--- src/rtl/axil_dma_regs.sv ---
// AXI4-Lite register file for a two-channel (MM2S / S2MM) simple-mode DMA.
// Holds the CR/SR/ADDR/LENGTH registers, launches transfers and raises completion interrupts.
module axil_dma_regs #(
    parameter int DATA_WIDTH = 32,
    parameter int ADDR_WIDTH = 32,
    parameter int LEN_WIDTH  = 26
) (
    input  logic                    S_AXI_aclk,
    input  logic                    S_AXI_aresetn,
    input  logic [ADDR_WIDTH-1:0]   S_AXI_awaddr,
    input  logic [2:0]              S_AXI_awprot,
    input  logic                    S_AXI_awvalid,
    output logic                    S_AXI_awready,
    input  logic [DATA_WIDTH-1:0]   S_AXI_wdata,
    input  logic [3:0]              S_AXI_wstrb,
    input  logic                    S_AXI_wvalid,
    output logic                    S_AXI_wready,
    output logic [1:0]              S_AXI_bresp,
    output logic                    S_AXI_bvalid,
    input  logic                    S_AXI_bready,
    input  logic [ADDR_WIDTH-1:0]   S_AXI_araddr,
    input  logic [2:0]              S_AXI_arprot,
    input  logic                    S_AXI_arvalid,
    output logic                    S_AXI_arready,
    output logic [DATA_WIDTH-1:0]   S_AXI_rdata,
    output logic [1:0]              S_AXI_rresp,
    output logic                    S_AXI_rvalid,
    input  logic                    S_AXI_rready,
    output logic                    mm2s_start,
    output logic [63:0]             mm2s_addr,
    output logic [LEN_WIDTH-1:0]    mm2s_len,
    input  logic                    mm2s_done,
    output logic                    s2mm_start,
    output logic [63:0]             s2mm_addr,
    output logic [LEN_WIDTH-1:0]    s2mm_len,
    input  logic                    s2mm_done,
    output logic                    mm2s_introut,
    output logic                    s2mm_introut
);

    // Channel index 0 is MM2S (base 0x00), index 1 is S2MM (base 0x30).
    logic                        r_awready, r_bvalid, r_arready, r_rvalid;
    logic [31:0]                 r_rdata;
    logic [1:0]                  r_rs, r_ien, r_ioc, r_err, r_busy, r_start, r_intr;
    logic [1:0][31:0]            r_lo, r_hi;
    logic [1:0][LEN_WIDTH-1:0]   r_len;

    logic [7:0]           w_wr_off, w_wr_rel, w_rd_off, w_rd_rel;
    logic                 w_wr_ch, w_wr_map, w_rd_ch, w_rd_map, w_wr_en, w_rd_en;
    logic [31:0]          w_len_mrg, w_lo_mrg, w_hi_mrg, w_rd_data;
    logic [LEN_WIDTH-1:0] w_len_new;
    logic                 w_len_ok;
    logic [1:0]           w_done;
    logic                 w_unused;

    function automatic logic [31:0] f_merge(input logic [31:0] old_v,
                                            input logic [31:0] new_v,
                                            input logic [3:0]  strb);
        logic [31:0] res;
        res = old_v;
        for (int b = 0; b < 4; b++) begin
            if (strb[b]) res[b*8 +: 8] = new_v[b*8 +: 8];
        end
        return res;
    endfunction

    assign w_unused = ^{S_AXI_awaddr[ADDR_WIDTH-1:8], S_AXI_araddr[ADDR_WIDTH-1:8],
                        S_AXI_awprot, S_AXI_arprot};

    assign w_wr_en  = r_awready & S_AXI_awvalid & S_AXI_wvalid;
    assign w_rd_en  = r_arready & S_AXI_arvalid;
    assign w_wr_off = S_AXI_awaddr[7:0];
    assign w_rd_off = S_AXI_araddr[7:0];
    assign w_wr_ch  = (w_wr_off >= 8'h30);
    assign w_rd_ch  = (w_rd_off >= 8'h30);
    assign w_wr_map = (w_wr_off < 8'h60);
    assign w_rd_map = (w_rd_off < 8'h60);
    assign w_wr_rel = w_wr_ch ? (w_wr_off - 8'h30) : w_wr_off;
    assign w_rd_rel = w_rd_ch ? (w_rd_off - 8'h30) : w_rd_off;
    assign w_done   = {s2mm_done, mm2s_done};

    // A LENGTH write is judged on the byte-merged value, not the raw bus data.
    assign w_len_mrg = f_merge({{(32-LEN_WIDTH){1'b0}}, r_len[w_wr_ch]}, S_AXI_wdata, S_AXI_wstrb);
    assign w_len_new = w_len_mrg[LEN_WIDTH-1:0];
    assign w_len_ok  = r_rs[w_wr_ch] & ~r_busy[w_wr_ch] & (w_len_new != {LEN_WIDTH{1'b0}});
    assign w_lo_mrg  = f_merge(r_lo[w_wr_ch], S_AXI_wdata, S_AXI_wstrb);
    assign w_hi_mrg  = f_merge(r_hi[w_wr_ch], S_AXI_wdata, S_AXI_wstrb);

    // Read-data decode for the currently presented read address.
    always_comb begin
        w_rd_data = 32'd0;
        if (w_rd_map) begin
            case (w_rd_rel)
                8'h00:   w_rd_data = {19'd0, r_ien[w_rd_ch], 11'd0, r_rs[w_rd_ch]};
                8'h04:   w_rd_data = {19'd0, r_ioc[w_rd_ch], 7'd0, r_err[w_rd_ch], 2'd0,
                                      ~r_busy[w_rd_ch], ~r_rs[w_rd_ch] & ~r_busy[w_rd_ch]};
                8'h18:   w_rd_data = r_lo[w_rd_ch];
                8'h1C:   w_rd_data = r_hi[w_rd_ch];
                8'h28:   w_rd_data = {{(32-LEN_WIDTH){1'b0}}, r_len[w_rd_ch]};
                default: w_rd_data = 32'd0;
            endcase
        end else begin
            w_rd_data = 32'd0;
        end
    end

    // AXI-Lite handshakes: one accept pulse per transaction, response held until taken.
    always_ff @(posedge S_AXI_aclk or negedge S_AXI_aresetn) begin
        if (!S_AXI_aresetn) begin
            r_awready <= 1'b0;
            r_bvalid  <= 1'b0;
            r_arready <= 1'b0;
            r_rvalid  <= 1'b0;
            r_rdata   <= 32'd0;
        end else begin
            if (r_awready) begin
                r_awready <= 1'b0;
            end else if (S_AXI_awvalid && S_AXI_wvalid && !r_bvalid) begin
                r_awready <= 1'b1;
            end
            if (w_wr_en) begin
                r_bvalid <= 1'b1;
            end else if (S_AXI_bready) begin
                r_bvalid <= 1'b0;
            end
            if (r_arready) begin
                r_arready <= 1'b0;
            end else if (S_AXI_arvalid && !r_rvalid) begin
                r_arready <= 1'b1;
            end
            if (w_rd_en) begin
                r_rvalid <= 1'b1;
                r_rdata  <= w_rd_data;
            end else if (S_AXI_rready) begin
                r_rvalid <= 1'b0;
            end
        end
    end

    // Per-channel registers and IDLE/BUSY state; done is applied last so its IOC set wins.
    always_ff @(posedge S_AXI_aclk or negedge S_AXI_aresetn) begin
        if (!S_AXI_aresetn) begin
            r_rs    <= 2'b00;
            r_ien   <= 2'b00;
            r_ioc   <= 2'b00;
            r_err   <= 2'b00;
            r_busy  <= 2'b00;
            r_start <= 2'b00;
            r_intr  <= 2'b00;
            r_lo    <= '0;
            r_hi    <= '0;
            r_len   <= '0;
        end else begin
            for (int c = 0; c < 2; c++) begin
                r_start[c] <= 1'b0;
                r_intr[c]  <= r_ioc[c] & r_ien[c];
                if (w_wr_en && w_wr_map && (w_wr_ch == 1'(c))) begin
                    case (w_wr_rel)
                        8'h00: begin
                            if (S_AXI_wstrb[0]) r_rs[c]  <= S_AXI_wdata[0];
                            if (S_AXI_wstrb[1]) r_ien[c] <= S_AXI_wdata[12];
                        end
                        8'h04: begin
                            if (S_AXI_wstrb[1] && S_AXI_wdata[12]) r_ioc[c] <= 1'b0;
                            if (S_AXI_wstrb[0] && S_AXI_wdata[4])  r_err[c] <= 1'b0;
                        end
                        8'h18: if (!r_busy[c]) r_lo[c] <= w_lo_mrg;
                        8'h1C: if (!r_busy[c]) r_hi[c] <= w_hi_mrg;
                        8'h28: begin
                            if (w_len_ok) begin
                                r_len[c]   <= w_len_new;
                                r_busy[c]  <= 1'b1;
                                r_start[c] <= 1'b1;
                            end else begin
                                r_err[c] <= 1'b1;
                            end
                        end
                        default: ;
                    endcase
                end
                if (r_busy[c] && w_done[c]) begin
                    r_busy[c] <= 1'b0;
                    r_ioc[c]  <= 1'b1;
                end
            end
        end
    end

    assign S_AXI_awready = r_awready;
    assign S_AXI_wready  = r_awready;
    assign S_AXI_bvalid  = r_bvalid;
    assign S_AXI_bresp   = 2'b00;
    assign S_AXI_arready = r_arready;
    assign S_AXI_rvalid  = r_rvalid;
    assign S_AXI_rdata   = r_rdata;
    assign S_AXI_rresp   = 2'b00;
    assign mm2s_start    = r_start[0];
    assign s2mm_start    = r_start[1];
    assign mm2s_addr     = {r_hi[0], r_lo[0]};
    assign s2mm_addr     = {r_hi[1], r_lo[1]};
    assign mm2s_len      = r_len[0];
    assign s2mm_len      = r_len[1];
    assign mm2s_introut  = r_intr[0];
    assign s2mm_introut  = r_intr[1];

endmodule

--- config.mk ---
export PLATFORM = sky130hd
export DESIGN_NAME = axil_dma_regs
export DESIGN_NICKNAME = d
export VERILOG_FILES = /design/src/rtl/axil_dma_regs.sv
export SDC_FILE = /design/constraint.sdc
export NUM_CORES = 1
export LEC_CHECK = 0
export BUFFER_PORTS_ARGS = -buffer_cell sky130_fd_sc_hd__buf_2
export CELL_PAD_IN_SITES_DETAIL_PLACEMENT = 1
export CELL_PAD_IN_SITES_GLOBAL_PLACEMENT = 1
export CORE_MARGIN = 10
export CORE_UTILIZATION = 40
export DETAILED_ROUTE_END_ITERATION = 12
export PLACE_DENSITY_LB_ADDON = 0.1
export SETUP_SLACK_MARGIN = 0.05
export SYNTH_ARGS = -nofsm -noshare
export SYNTH_HDL_FRONTEND = slang
export SYNTH_SLANG_ARGS = --single-unit
--- constraint.sdc ---
create_clock -name S_AXI_aclk -period 2.8 [get_ports S_AXI_aclk]
set_clock_uncertainty 0.2 [all_clocks]
set_input_delay 0.28 -clock S_AXI_aclk [delete_from_list [all_inputs] [get_ports S_AXI_aclk]]
set_output_delay 0.28 -clock S_AXI_aclk [all_outputs]
set_load 0.05 [all_outputs]
# After elaboration in Yosys (flattened, before gate mapping)
# Index checks and enable logic that the tools add are counted.
word_totals:
  regBits: 230
  inputBits: 115
  output_inout_bits: 225
  word_cells: 168
op_classes:
  addsub: 2
  order_cmp: 6
  eq_ne: 10
  mux: 69
  bitwise: 14
  n_reduce_logical: 44
op_table:
  columns: ["cell", "n"]
  rows:
  - ["two-way mux 32 bit", 9]
  - ["case mux 32 bit (5 select lines)", 1]
  - ["two-way mux 26 bit", 4]
  - ["two-way mux 8 bit", 13]
  - ["AND reduction 3 bit", 14]
  - ["two-way mux 1 bit", 40]
  - ["== test 8 x 5 -> 1 bit (second input constant)", 4]
  - ["nonzero test 2 bit", 13]
  - ["nonzero test 26 bit", 1]
  - ["== test 8 x 3 -> 1 bit (second input constant)", 2]
  - ["== test 8 x 6 -> 1 bit (second input constant)", 2]
  - ["greater-or-equal comparator 8 x 6 -> 1 bit (second input constant)", 2]
  - ["logical NOT 8 bit", 2]
  - ["less-than comparator 8 x 7 -> 1 bit (second input constant)", 2]
  - ["subtractor 8 x 6 -> 8 bit (second input constant)", 2]
  - ["logical AND 1 bit", 10]
  - ["AND 1 bit", 8]
  - ["AND reduction 4 bit", 2]
  - ["inverter 1 bit", 6]
  - ["less-than comparator 1 x 2 -> 1 bit (second input constant)", 2]
  - ["inequality test 2 bit (second input constant)", 2]
  - ["logical NOT 1 bit", 2]
  - ["two-way mux 2 bit", 1]
  - ["case mux 1 bit (2 select lines)", 1]

# Longest topological paths before layout
logic_depth:
  word_depth: 10
  ltp_mapped: 12
  ltp_nobuf: 7

# Least setup slack after synthesis
# No wires, ideal clock.
synth_path:
  path_kind: "input to register"
  start: "input port S_AXI_awaddr[4]"
  end: "register r_len, in the netlist mm2s_len[7]"
  setup_ps: 128
  arrival_ps: 2657
  required_time_ps: 2472
  setup_slack_ps: -184
  path_stages: 11
  n_path_buf: 4
  path_cell_list: "ha_1 -> buf_2 -> or3_1 -> clkbuf_1 -> buf_2 -> or3_4 -> a2111oi_4 -> nand2_2 -> a21oi_1 -> buf_4 -> mux2_1"
synth_via:
  elab_chain_cells: 7
  elab_cells_between_ends: 23
  classes_between: "add/sub (1); order compare (2); eq/ne (1); mux (11); bitwise (4); reduce/logical (4)"
synth_rtl:
  columns: ["element", "line", "text"]
  rows:
  - ["from (decl)", "10", "input logic [ADDR_WIDTH-1:0] S_AXI_awaddr,"]
  - ["greater-or-equal comparator 8 x 6 -> 1 bit", "74", "assign w_wr_ch = (w_wr_off >= 8'h30);"]
  - ["two-way mux 26 bit (not written as such) or two-way mux 1 bit (tied branches) (2 in a row)", "83, 85", null]
  - ["two-way mux 8 bit (tied with other cells)", "62", "if (strb[b]) res[b*8 +: 8] = new_v[b*8 +: 8];"]
  - ["nonzero test 26 bit or AND 1 bit (tied branches)", "85", "assign w_len_ok = r_rs[w_wr_ch] & ~r_busy[w_wr_ch] & (w_len_new != {LEN_WIDTH{1'b0}});"]
  - ["AND 1 bit", "85", null]
  - ["AND reduction 3 bit (no source line)", null, null]
  - ["to (signal, indexed assignment)", "171", "r_len[c] <= w_len_new;"]
  - ["to (decl)", "46", "logic [1:0][LEN_WIDTH-1:0] r_len;"]
# Parallel ways exist; a longest one is shown, timed or not. The select of a mux whose other input is x is not followed.
# A chain may end at the register's enable or synchronous reset.

# Final worst setup path
layout_path:
  start: "register r_len, in the netlist mm2s_len[23]"
  end: "register r_len, in the netlist s2mm_len[10]"
layout_via:
  elab_chain_cells: 6
layout_rtl:
  columns: ["element", "line", "text"]
  rows:
  - ["two-way mux 26 bit (not written as such) (2 in a row)", "83", "assign w_len_mrg = f_merge({{(32-LEN_WIDTH){1'b0}}, r_len[w_wr_ch]}, S_AXI_wdata, S_AXI_wstrb);"]
  - ["two-way mux 8 bit", "62", null]
  - ["nonzero test 26 bit", "85", null]
  - ["AND 1 bit", "85", null]
  - ["AND reduction 3 bit (no source line)", null, null]
# No other way between the ends. The select of a mux whose other input is x is not followed.

==> impl_metrics.yaml <==
run_status:
  status: "completed"
worst_hold_path:
  min_path_type: "in2reg"
detailed_routing:
  wl_per_cell_microns: 26.57
  drcViolationCount: 0
  dr.pass1.iters: 5
  drt-total-wl_microns: 52950
  vias_per_cell: 5.916
  vias: 11790
  ant_nets: 0
  drtIter0Drc: 932
placed_design:
  hpwl_microns: 39970
  place_congestion: 0.8933
  pre_cts_ws_ps: -394.4
  io_buffers: 281
  dp_cells: 1916
synth:
  synth_seq_cells: 230
  synth.area.top_cells: "dfrtp_1 (48%), mux2_2 (7.2%), a2bb2oi_1 (6.1%)"
  synth_area_sq_um: 11870
  synth_top_area_cell: "dfrtp_1"
  synth_flop_cell: "dfrtp_1"
  synth_top_area_frac: 0.4849
  synth_area_per_cell_sq_um: 10.48
  synth_warnings: 0
  synthCells: 1133
  synth_edf_count: 0
  synthArstFlopShare: 1.000
  synth_cell_type_count: 69
  yosysSeqAreaShare: 0.4849
layout:
  final_layout_size_suffix_gt1_frac: 0.3986
  final_cell_mix: "buf_2 (280), dfrtp_1 (228), buf_4 (188)"
  fin_cells: 1993
  postLayoutCoreUtil: 0.5565
  final_nets: 1703
  n_antenna_cell: 0
  area_growth_syn_to_layout_pct: 38.22
  final_common_cell: "buf_2"
clocking:
  h-tree-depth: 1
  path_clk_slew_ps: 60
  root_buffer: "clkbuf_16"
  clk_latency_ps: 540
  clock_path_buffers: 3
  cts_made_buffers: 27
  cts_sinks: 230
  cts_tree: "yes"
pwr:
  peakVddDrop_mv: 0.4689
  p_comb_frac: 0.103
  clkPwrFrac: 0.458
  leakage_nw: 8.128
  seqPwrFrac: 0.440
  power_switching_share: 0.2567
  p_total_mw: 7.615
  power_density_nw_per_um2: 464.1
  p_sw_mw: 1.954
  cell_internal_pwr_mw: 5.660
global_route:
  gr-total-overflow: 0
  track_usage: 0.2795
  grt_pass1_vias: 12662
  antenna_found_initial: 2
  grt_pass1_wl_microns: 79340
  grt_max_degree: 69
worst_setup_path:
  cp.required_ps: 3040
  worstPathCellList: "or4b_2 -> a32o_2 -> o2111ai_2 -> nor4_4 -> buf_4 -> a211oi_4 -> buf_6 -> buf_12 -> mux2i_2"
  path_class: "reg2reg"
  crit_path_start_kind: "flop"
  path_delay_family: "simple AND/OR/NAND/NOR gates"
  critPathArrivalTime_ps: 2990
  slowest_stage: "or4b_2"
  crit_path_max_incr_delay_ps: 620
  worstPathMaxFanout: 8
  endpoint_kind: "flop"
  path_buf_inv: 3
floorplan:
  initial_core_util: 0.4026
  fp.dieW_microns: 192.3
  row_count: 63
  ios: 340
  die_h_microns: 192.3
  dieArea_sq_um: 36970
  core_sq_um: 29480
timing:
  finalMaxSlewViolations: 0
  fin_crit_sh: 0.9813
  fmax_mhz: 364.0
  rsz0062_at_grt: "yes"
  fin_hold_ws_ps: 69.30
  setup_ws_ps: 52.37
  slew_headroom: 0.5302
  fin_crit_ps: 2748
  setup_violations: 0
  finalHoldViolCount: 0
  worstMarginPinSlew_ps: 695.9
job:
  cap_violations: 0
## path summary, 6_finish.rpt
kind,from,endpoint,slack (ps),cells after the start
setup / recovery,mm2s_len[23],s2mm_len[10],50,9
hold / removal,S_AXI_wstrb[2],s2mm_len[16],70,3
setup reg to reg,mm2s_len[23],s2mm_len[10],50,9
hold reg to reg,S_AXI_bvalid,S_AXI_awready,250,1
max in group asynchronous,S_AXI_aresetn,S_AXI_rdata[7],1540,3
min in group asynchronous,S_AXI_aresetn,mm2s_addr[32],90,2
## layout make-up
cell class	count	area, sq um
Clock buffer	38	757.0
Clock inverter	8	96.34
Fill cell	3342	13070
Inverter	27	101.3
Multi-Input combinational cell	781	5714
Sequential cell	230	5758
Tap cell	390	488.0
Timing Repair Buffer	519	3492
## power by group through the flow
stage | Sequential [mW] | Clock, mW | Combinational (mW)
2_1_floorplan | 3.45 | 0 | 0.304
3_3_place_gp | 3.41 | 0 | 0.727
3_5_place_dp | 3.41 | 0 | 0.738
4_1_cts | 3.35 | 3.53 | 0.775
5_1_grt | 3.35 | 3.70 | 0.838
6_report | 3.35 | 3.48 | 0.781
## tightest hold or removal path: stages
cell,delay [ps]
buf_2,160
nor2b_1,170
a2bb2oi_1,140
## cell usage after synthesis, drive strengths merged (8+ instances only)
library cell	instances
dfrtp	230
o21ai	124
nand2	87
a2bb2oi	82
mux2	77
clkbuf	60
a21oi	40
mux2i	40
buf	38
nor2	37
inv	27
nand2b	24
a22o	20
o31a	18
and2	17
nand3	16
nor4b	15
o31ai	15
a211oi	14
nor3	13
o22ai	13
a221o	12
o2111ai	11
nor4	9
o221ai	8
o311ai	8
## registers in the layout, summed over array words and instances (netlist names), 26 cells and up
register / flops
S_AXI_rdata: 32
s2mm_addr: 64
mm2s_len: 26
mm2s_addr: 64
s2mm_len: 26
## metal layers
layer / up-vias / wire length (microns) / track usage
met4: 4 / 1726 / 0.09451
met1: 6065 / 22080 / 0.3623
li1: 5197 / - / -
met2: 445 / 24960 / 0.4542
met3: 79 / 4161 / 0.06053
met5: - / 24 / 0
## metrics by stage
| stage | setup TNS [ps] | instance area [sq um] |
|---|---|---|
| detailed placement | -34150 | 15200 |
| floorplan | -355.1 | 11960 |
| global route | -13.17 | 16410 |
| global placement | -25740 | 15200 |
| CTS | 0 | 16380 |
| finish | 0 | 16410 |
## cell families after synthesis
| kind of cell | synth area share |
|---|---|
| compound gates | 0.2518 |
| simple gates | 0.1073 |
| flops | 0.4849 |
| buf+inv | 0.04490 |
| mux | 0.1087 |
| fa+ha+maj | 0.002108 |
| other cells | 0.0003159 |
## timing repair
| action | 4_1_cts | 5_1_grt |
|---|---|---|
| resized for setup | 5 | 5 |
| hold endpoints to repair | 296 | 0 |
| hold buffers | 31 | 0 |
| pin swaps | 2 | 0 |
| endpoints found under the setup margin | 20 | 20 |
| buffers inserted | 0 | 1 |
Note: power is estimated with default switching activity, not from simulation.
